File: config.mk
export PLATFORM = sky130hd
export DESIGN_NAME = uart_frame_assembler
export DESIGN_NICKNAME = d
export VERILOG_FILES = /design/src/rtl/uart_frame_assembler.sv
export SDC_FILE = /design/constraint.sdc
export NUM_CORES = 1
export LEC_CHECK = 0
export CORE_MARGIN = 4
export CORE_UTILIZATION = 40
export DETAILED_ROUTE_END_ITERATION = 7
export SKIP_CTS_REPAIR_TIMING = 1
export SLEW_MARGIN = 20
export SYNTH_ARGS = -nofsm -noshare
export SYNTH_HDL_FRONTEND = slang
export SYNTH_SLANG_ARGS = --single-unit
File: constraint.sdc
create_clock -name masterClock -period 3.6 [get_ports masterClock]
set_input_delay 0.9 -clock masterClock [delete_from_list [all_inputs] [get_ports masterClock]]
set_output_delay 0.9 -clock masterClock [all_outputs]
set_load 0.02 [all_outputs]
File: src/rtl/uart_frame_assembler.sv
// Assembles 6-byte command frames (sync, control, D3..D0) from the UART receiver
// and hands control/inputData to the sandbox process via dataReceived/clearDR.
module uart_frame_assembler #(
    parameter logic [7:0] SYNC_BYTE      = 8'hA5,
    parameter int         TIMEOUT_CYCLES = 100000
) (
    input  logic        masterClock,
    input  logic        reset,
    input  logic [7:0]  rxByte,
    input  logic        rxValid,
    input  logic        clearDR,
    output logic        dataReceived,
    output logic [7:0]  control,
    output logic [31:0] inputData,
    output logic        overrun,
    output logic        frameTimeout
);

    localparam int TIMER_W = $clog2(TIMEOUT_CYCLES);
    localparam logic [TIMER_W-1:0] TIMER_LAST = TIMER_W'(TIMEOUT_CYCLES - 1);
    localparam logic [TIMER_W-1:0] TIMER_ONE  = TIMER_W'(1);

    typedef enum logic [2:0] {
        HUNT, CTRL, D3, D2, D1, D0, HOLD, RELEASE
    } state_t;

    state_t             state, state_next;
    logic [TIMER_W-1:0] timer, timer_next;
    logic [7:0]         shadow_ctrl, shadow_ctrl_next;
    logic [23:0]        shadow_data, shadow_data_next;
    logic [7:0]         control_next;
    logic [31:0]        data_next;
    logic               ready_next, overrun_next, timeout_next;
    logic               in_frame;

    always_ff @(posedge masterClock or negedge reset) begin
        if (!reset) begin
            state        <= HUNT;
            timer        <= '0;
            shadow_ctrl  <= '0;
            shadow_data  <= '0;
            control      <= '0;
            inputData    <= '0;
            dataReceived <= 1'b0;
            overrun      <= 1'b0;
            frameTimeout <= 1'b0;
        end else begin
            state        <= state_next;
            timer        <= timer_next;
            shadow_ctrl  <= shadow_ctrl_next;
            shadow_data  <= shadow_data_next;
            control      <= control_next;
            inputData    <= data_next;
            dataReceived <= ready_next;
            overrun      <= overrun_next;
            frameTimeout <= timeout_next;
        end
    end

    always_comb begin
        state_next       = state;
        timer_next       = '0;
        shadow_ctrl_next = shadow_ctrl;
        shadow_data_next = shadow_data;
        control_next     = control;
        data_next        = inputData;
        ready_next       = dataReceived;
        overrun_next     = overrun;
        timeout_next     = 1'b0;
        in_frame         = 1'b0;

        case (state)
            HUNT: begin
                if (rxValid && (rxByte == SYNC_BYTE)) begin
                    state_next = CTRL;
                end
            end
            CTRL: begin
                in_frame = 1'b1;
                if (rxValid) begin
                    shadow_ctrl_next = rxByte;
                    state_next       = D3;
                end
            end
            D3: begin
                in_frame = 1'b1;
                if (rxValid) begin
                    shadow_data_next = {shadow_data[15:0], rxByte};
                    state_next       = D2;
                end
            end
            D2: begin
                in_frame = 1'b1;
                if (rxValid) begin
                    shadow_data_next = {shadow_data[15:0], rxByte};
                    state_next       = D1;
                end
            end
            D1: begin
                in_frame = 1'b1;
                if (rxValid) begin
                    shadow_data_next = {shadow_data[15:0], rxByte};
                    state_next       = D0;
                end
            end
            D0: begin
                in_frame = 1'b1;
                if (rxValid) begin
                    control_next = shadow_ctrl;
                    data_next    = {shadow_data, rxByte};
                    ready_next   = 1'b1;
                    state_next   = HOLD;
                end
            end
            HOLD: begin
                if (rxValid) begin
                    overrun_next = 1'b1;
                end
                if (clearDR) begin
                    ready_next = 1'b0;
                    state_next = RELEASE;
                end
            end
            RELEASE: begin
                if (rxValid) begin
                    overrun_next = 1'b1;
                end
                if (!clearDR) begin
                    state_next = HUNT;
                end
            end
            default: state_next = HUNT;
        endcase

        // An accepted byte leaves timer_next at its zero default, so a byte on the expiry cycle wins.
        if (in_frame && !rxValid) begin
            if (timer == TIMER_LAST) begin
                state_next       = HUNT;
                shadow_ctrl_next = '0;
                shadow_data_next = '0;
                timeout_next     = 1'b1;
            end else begin
                timer_next = timer + TIMER_ONE;
            end
        end
    end

endmodule

==> flow_results.xml <==
<?xml version="1.0" encoding="UTF-8"?>
<metrics>
  <group name="clocking">
    <metric name="cts.path.max_buffers" unit="">2</metric>
    <metric name="cts_root_buf" unit="">sky130_fd_sc_hd__clkbuf_16</metric>
    <metric name="clkSlewWorstSetupHoldPaths" unit="ps">70</metric>
    <metric name="cts_buffers" unit="">9</metric>
    <metric name="cts_tree" unit="">yes</metric>
    <metric name="h-tree-depth" unit="">3</metric>
    <metric name="clkSinkCount" unit="">95</metric>
    <metric name="clock_latency" unit="ps">340</metric>
  </group>
  <group name="final_layout">
    <metric name="postLayoutCoreUtil" unit="%">49.3</metric>
    <metric name="final-instance-count-excl-fill" unit="">611</metric>
    <metric name="finalInstanceArea" unit="sq mm">0.00563</metric>
    <metric name="number_of_antenna_diodes" unit="">0</metric>
    <metric name="drive_above_1_share" unit="%">15.8</metric>
    <metric name="area_growth" unit="%">20.3</metric>
    <metric name="finish.net_count" unit="">476</metric>
  </group>
  <group name="placement">
    <metric name="routabilityCongestion" unit="">0.796</metric>
    <metric name="placement.cell_area" unit="sq mm">0.00529</metric>
    <metric name="numPortBuffers" unit="">54</metric>
    <metric name="dpl_ws" unit="ps">528</metric>
    <metric name="dp_hpwl" unit="mm">6.70</metric>
    <metric name="dp_cells" unit="">595</metric>
  </group>
  <group name="timing">
    <metric name="finalHoldWorstSlack" unit="ps">485</metric>
    <metric name="setup_tns" unit="ps">0</metric>
    <metric name="min_period_over_period" unit="%">75.5</metric>
    <metric name="max_clock_freq" unit="GHz">0.368</metric>
    <metric name="timing.slew.headroom" unit="%">28.3</metric>
    <metric name="worst_clock_skew" unit="ps">7.10</metric>
    <metric name="grt_setup_unrepaired" unit="">false</metric>
    <metric name="setup-violations-final" unit="">0</metric>
    <metric name="finalWorstPathRequiredPeriod" unit="ps">2720</metric>
    <metric name="post-route-worst-setup-slack" unit="ps">882</metric>
    <metric name="drv_slew" unit="">0</metric>
    <metric name="timing.final.hold_violations" unit="">0</metric>
    <metric name="tightest_slew" unit="ps">1070</metric>
  </group>
  <group name="die">
    <metric name="row_count" unit="">39</metric>
    <metric name="dieWidth" unit="microns">116</metric>
    <metric name="placeable_core_region" unit="sq mm">0.0114</metric>
    <metric name="die_area" unit="sq mm">0.0135</metric>
    <metric name="pin_count" unit="">55</metric>
    <metric name="chip_height" unit="microns">116</metric>
    <metric name="effective_utilization_at_floorplan" unit="%">41.0</metric>
  </group>
  <group name="synth">
    <metric name="synth.net_count" unit="">436</metric>
    <metric name="synth-seq-area-share" unit="%">50.8</metric>
    <metric name="synth.distinct_cells" unit="">46</metric>
    <metric name="netlist_instances" unit="">423</metric>
    <metric name="synth_warnings" unit="">0</metric>
    <metric name="synth_enable_flop_cells" unit="">0</metric>
    <metric name="synthesized_area_divided_by_synthesized_cell_count" unit="sq um">11.1</metric>
    <metric name="most_instantiated_flip_flop_cell_in_the_synthesis_netlist" unit="">sky130_fd_sc_hd__dfrtp_1</metric>
    <metric name="ys_top_cells_by_count" unit="">sky130_fd_sc_hd__dfrtp_1 (95), sky130_fd_sc_hd__nor2_1 (48), sky130_fd_sc_hd__mux2_2 (40)</metric>
    <metric name="post-synth-top-count-cell" unit="">sky130_fd_sc_hd__dfrtp_1</metric>
    <metric name="mappedNetlistArea" unit="sq mm">0.00468</metric>
    <metric name="netlist.area_leader.share" unit="%">50.8</metric>
    <metric name="async_reset_ff_share" unit="%">100</metric>
    <metric name="synth.top_cells.by_area" unit="">sky130_fd_sc_hd__dfrtp_1 (51%), sky130_fd_sc_hd__mux2_2 (9.6%), sky130_fd_sc_hd__nor2_1 (3.8%), sky130_fd_sc_hd__a221oi_1 (3.0%), sky130_fd_sc_hd__a22o_1 (3.0%)</metric>
    <metric name="synth_seq_cells" unit="">95</metric>
    <metric name="synthDominantAreaCellType" unit="">sky130_fd_sc_hd__dfrtp_1</metric>
  </group>
  <group name="power_and_ir_drop">
    <metric name="power.share.clock" unit="%">20.9</metric>
    <metric name="design_power_total" unit="mW">5.28</metric>
    <metric name="p_int" unit="mW">3.34</metric>
    <metric name="pwr-share-seq" unit="%">37.6</metric>
    <metric name="total_leakage_power" unit="nW">2.28</metric>
    <metric name="p_per_area" unit="mW/mm^2">938</metric>
    <metric name="combinationalPowerShare" unit="%">41.5</metric>
    <metric name="sw_pwr" unit="mW">1.95</metric>
    <metric name="vdd_ir_drop_max" unit="mV">0.432</metric>
    <metric name="power_switching_share" unit="%">36.8</metric>
  </group>
  <group name="worst_setup_path">
    <metric name="setup.reg_to_reg.worst_slack" unit="ps">1360</metric>
    <metric name="setup.worst_path.start_class" unit="">primary input</metric>
    <metric name="regToRegStartpoint" unit="">state[2]$_DFF_PN0_</metric>
    <metric name="critPathBufInv" unit="">1</metric>
    <metric name="worstPathRequired" unit="ps">3870</metric>
    <metric name="regToRegEndpoint" unit="">timer[3]$_DFF_PN0_</metric>
    <metric name="reg2reg_depth" unit="">4</metric>
    <metric name="worst-path-max-fanout" unit="">16</metric>
    <metric name="worst_path_largest_cell_delay" unit="ps">930</metric>
    <metric name="timing_worst_setup_path_type" unit="">in -&gt; reg</metric>
    <metric name="critical_path.slowest_cell" unit="">sky130_fd_sc_hd__nor3b_2</metric>
    <metric name="cells_traversed_along_the_worst_timing_path" unit="">clkdlybuf4s50_1 &gt; nor3b_2 &gt; a22o_1 &gt; a221oi_1 &gt; nor2_1</metric>
    <metric name="critical_path.top_delay_family" unit="">simple AND/OR/NAND/NOR gates</metric>
    <metric name="end_kind" unit="">flop</metric>
    <metric name="critical_path_arrival" unit="ps">2980</metric>
  </group>
  <group name="routing">
    <metric name="route.antenna.remaining_nets" unit="">0</metric>
    <metric name="wl" unit="mm">10.6</metric>
    <metric name="detail_route.wl_per_cell" unit="microns">17.3</metric>
    <metric name="dr_total_vias" unit="">3484</metric>
    <metric name="drt_first_pass_iters" unit="">4</metric>
    <metric name="post-route-drc-count" unit="">0</metric>
    <metric name="vias_per_cell" unit="">5.70</metric>
    <metric name="detailedRoute.firstIterationViolations" unit="">140</metric>
  </group>
  <group name="min_path">
    <metric name="whs_path_depth" unit="">1</metric>
    <metric name="holdCritStartpoint" unit="">timer[0]$_DFF_PN0_</metric>
    <metric name="hold-path-endpoint" unit="">timer[0]$_DFF_PN0_</metric>
    <metric name="min_path_type" unit="">reg -&gt; reg</metric>
  </group>
  <group name="run_status">
    <metric name="run_status" unit="">finished, final reports clean</metric>
  </group>
  <group name="global_route">
    <metric name="grt_first_pass_wirelength" unit="mm">18.0</metric>
    <metric name="number_of_global_route_vias_before_repair" unit="">3549</metric>
    <metric name="number_of_antenna_violations_at_the_first_check_in_global_routing" unit="">0</metric>
    <metric name="groute.usage.overall" unit="%">16.8</metric>
    <metric name="grt_start_max_net_pins" unit="">49</metric>
    <metric name="grt_overflow" unit="">0</metric>
  </group>
  <group name="flow_run">
    <metric name="cap_viol_max_count" unit="">0</metric>
  </group>
</metrics>
-- cell type report --
type | instances | area [sq um]
clock buffer | 9 | 225
clock inverter | 7 | 118
fill | 1057 | 5790
inverter | 2 | 7.51
multi-input combinational | 291 | 2080
sequential | 95 | 2380
tap | 143 | 179
timing repair buffer | 64 | 638
-- cells by family after synthesis --
| group | count (synthesis) | synth area share (%) |
|---|---|---|
| adder cells (fa/ha/maj) | 1 | 0.267 |
| multiplexers | 48 | 11.3 |
| buffers and inverters | 37 | 4.68 |
| AO/OA/AOI/OAI | 94 | 15.1 |
| AND/OR/NAND/NOR | 134 | 15.2 |
| flip-flops | 95 | 50.8 |
| XOR/XNOR | 14 | 2.62 |
-- worst max path at each step --
stage	from	endpoint	cells past startpoint
finish	rxValid	shadow_data[17]$_DFF_PN0_	5
detailed placement	rxValid	shadow_data[15]$_DFF_PN0_	5
global placement	rxValid	shadow_data[10]$_DFF_PN0_	5
global route	rxValid	shadow_data[17]$_DFF_PN0_	5
CTS	rxValid	shadow_data[15]$_DFF_PN0_	5
floorplan	rxValid	control[0]$_DFFE_PN0P_	4
-- power groups by stage --
stage / clock [mW] / sequential [mW] / combinational, mW
floorplan: 0 / 2.10 / 1.34
global placement: 0 / 1.99 / 2.14
detailed placement: 0 / 2.01 / 2.20
CTS: 1.13 / 1.99 / 2.21
global route: 1.17 / 2.07 / 2.41
finish: 1.10 / 1.99 / 2.19
-- registers in the layout (all words and copies together) (netlist names) --
name          flops
inputData        32
shadow_data      24
overrun           1
timer            17
dataReceived      1
control           8
frameTimeout      1
state             3
shadow_ctrl       8
-- metal layers --
metal,GRT usage [%],wire [microns],vias up
li1,-,-,1636
met1,22.9,4870,1763
met2,27.4,5150,77
met3,3.58,441,8
met4,4.41,97,0
met5,0,0,-
-- worst reg2reg max path, cell delays in order, from the launching register on --
cell and delay [ps]:
sky130_fd_sc_hd__dfrtp_1 870, sky130_fd_sc_hd__nand2_1 320, sky130_fd_sc_hd__o211ai_4 210, sky130_fd_sc_hd__nand2b_1 570
sky130_fd_sc_hd__nor2_1 130
-- placed cells by master, fill, tap and decap left out, types with 2 or more instances in the layout --
cell type,count
sky130_fd_sc_hd__a221oi_1,16
sky130_fd_sc_hd__mux2_2,40
sky130_fd_sc_hd__nor2b_1,9
sky130_fd_sc_hd__nor4bb_1,2
sky130_fd_sc_hd__o211ai_1,9
sky130_fd_sc_hd__nand3_1,22
sky130_fd_sc_hd__inv_6,2
sky130_fd_sc_hd__nor2_1,48
sky130_fd_sc_hd__a22o_1,16
sky130_fd_sc_hd__buf_12,2
sky130_fd_sc_hd__o21ai_0,12
sky130_fd_sc_hd__a21oi_1,18
sky130_fd_sc_hd__xor2_1,12
sky130_fd_sc_hd__clkbuf_16,9
sky130_fd_sc_hd__clkdlybuf4s50_1,53
sky130_fd_sc_hd__clkinv_2,2
sky130_fd_sc_hd__xnor2_1,2
sky130_fd_sc_hd__buf_4,9
sky130_fd_sc_hd__bufinv_16,3
sky130_fd_sc_hd__o22a_1,8
sky130_fd_sc_hd__mux2i_1,8
sky130_fd_sc_hd__nand2_1,10
sky130_fd_sc_hd__nand2b_1,17
sky130_fd_sc_hd__nor3_1,3
sky130_fd_sc_hd__a31oi_1,2
sky130_fd_sc_hd__nor4b_1,2
sky130_fd_sc_hd__o221ai_1,8
sky130_fd_sc_hd__nand4_1,7
sky130_fd_sc_hd__and4_1,4
sky130_fd_sc_hd__dfrtp_1,95
No activity file was read; power rests on OpenSTA's default activity.
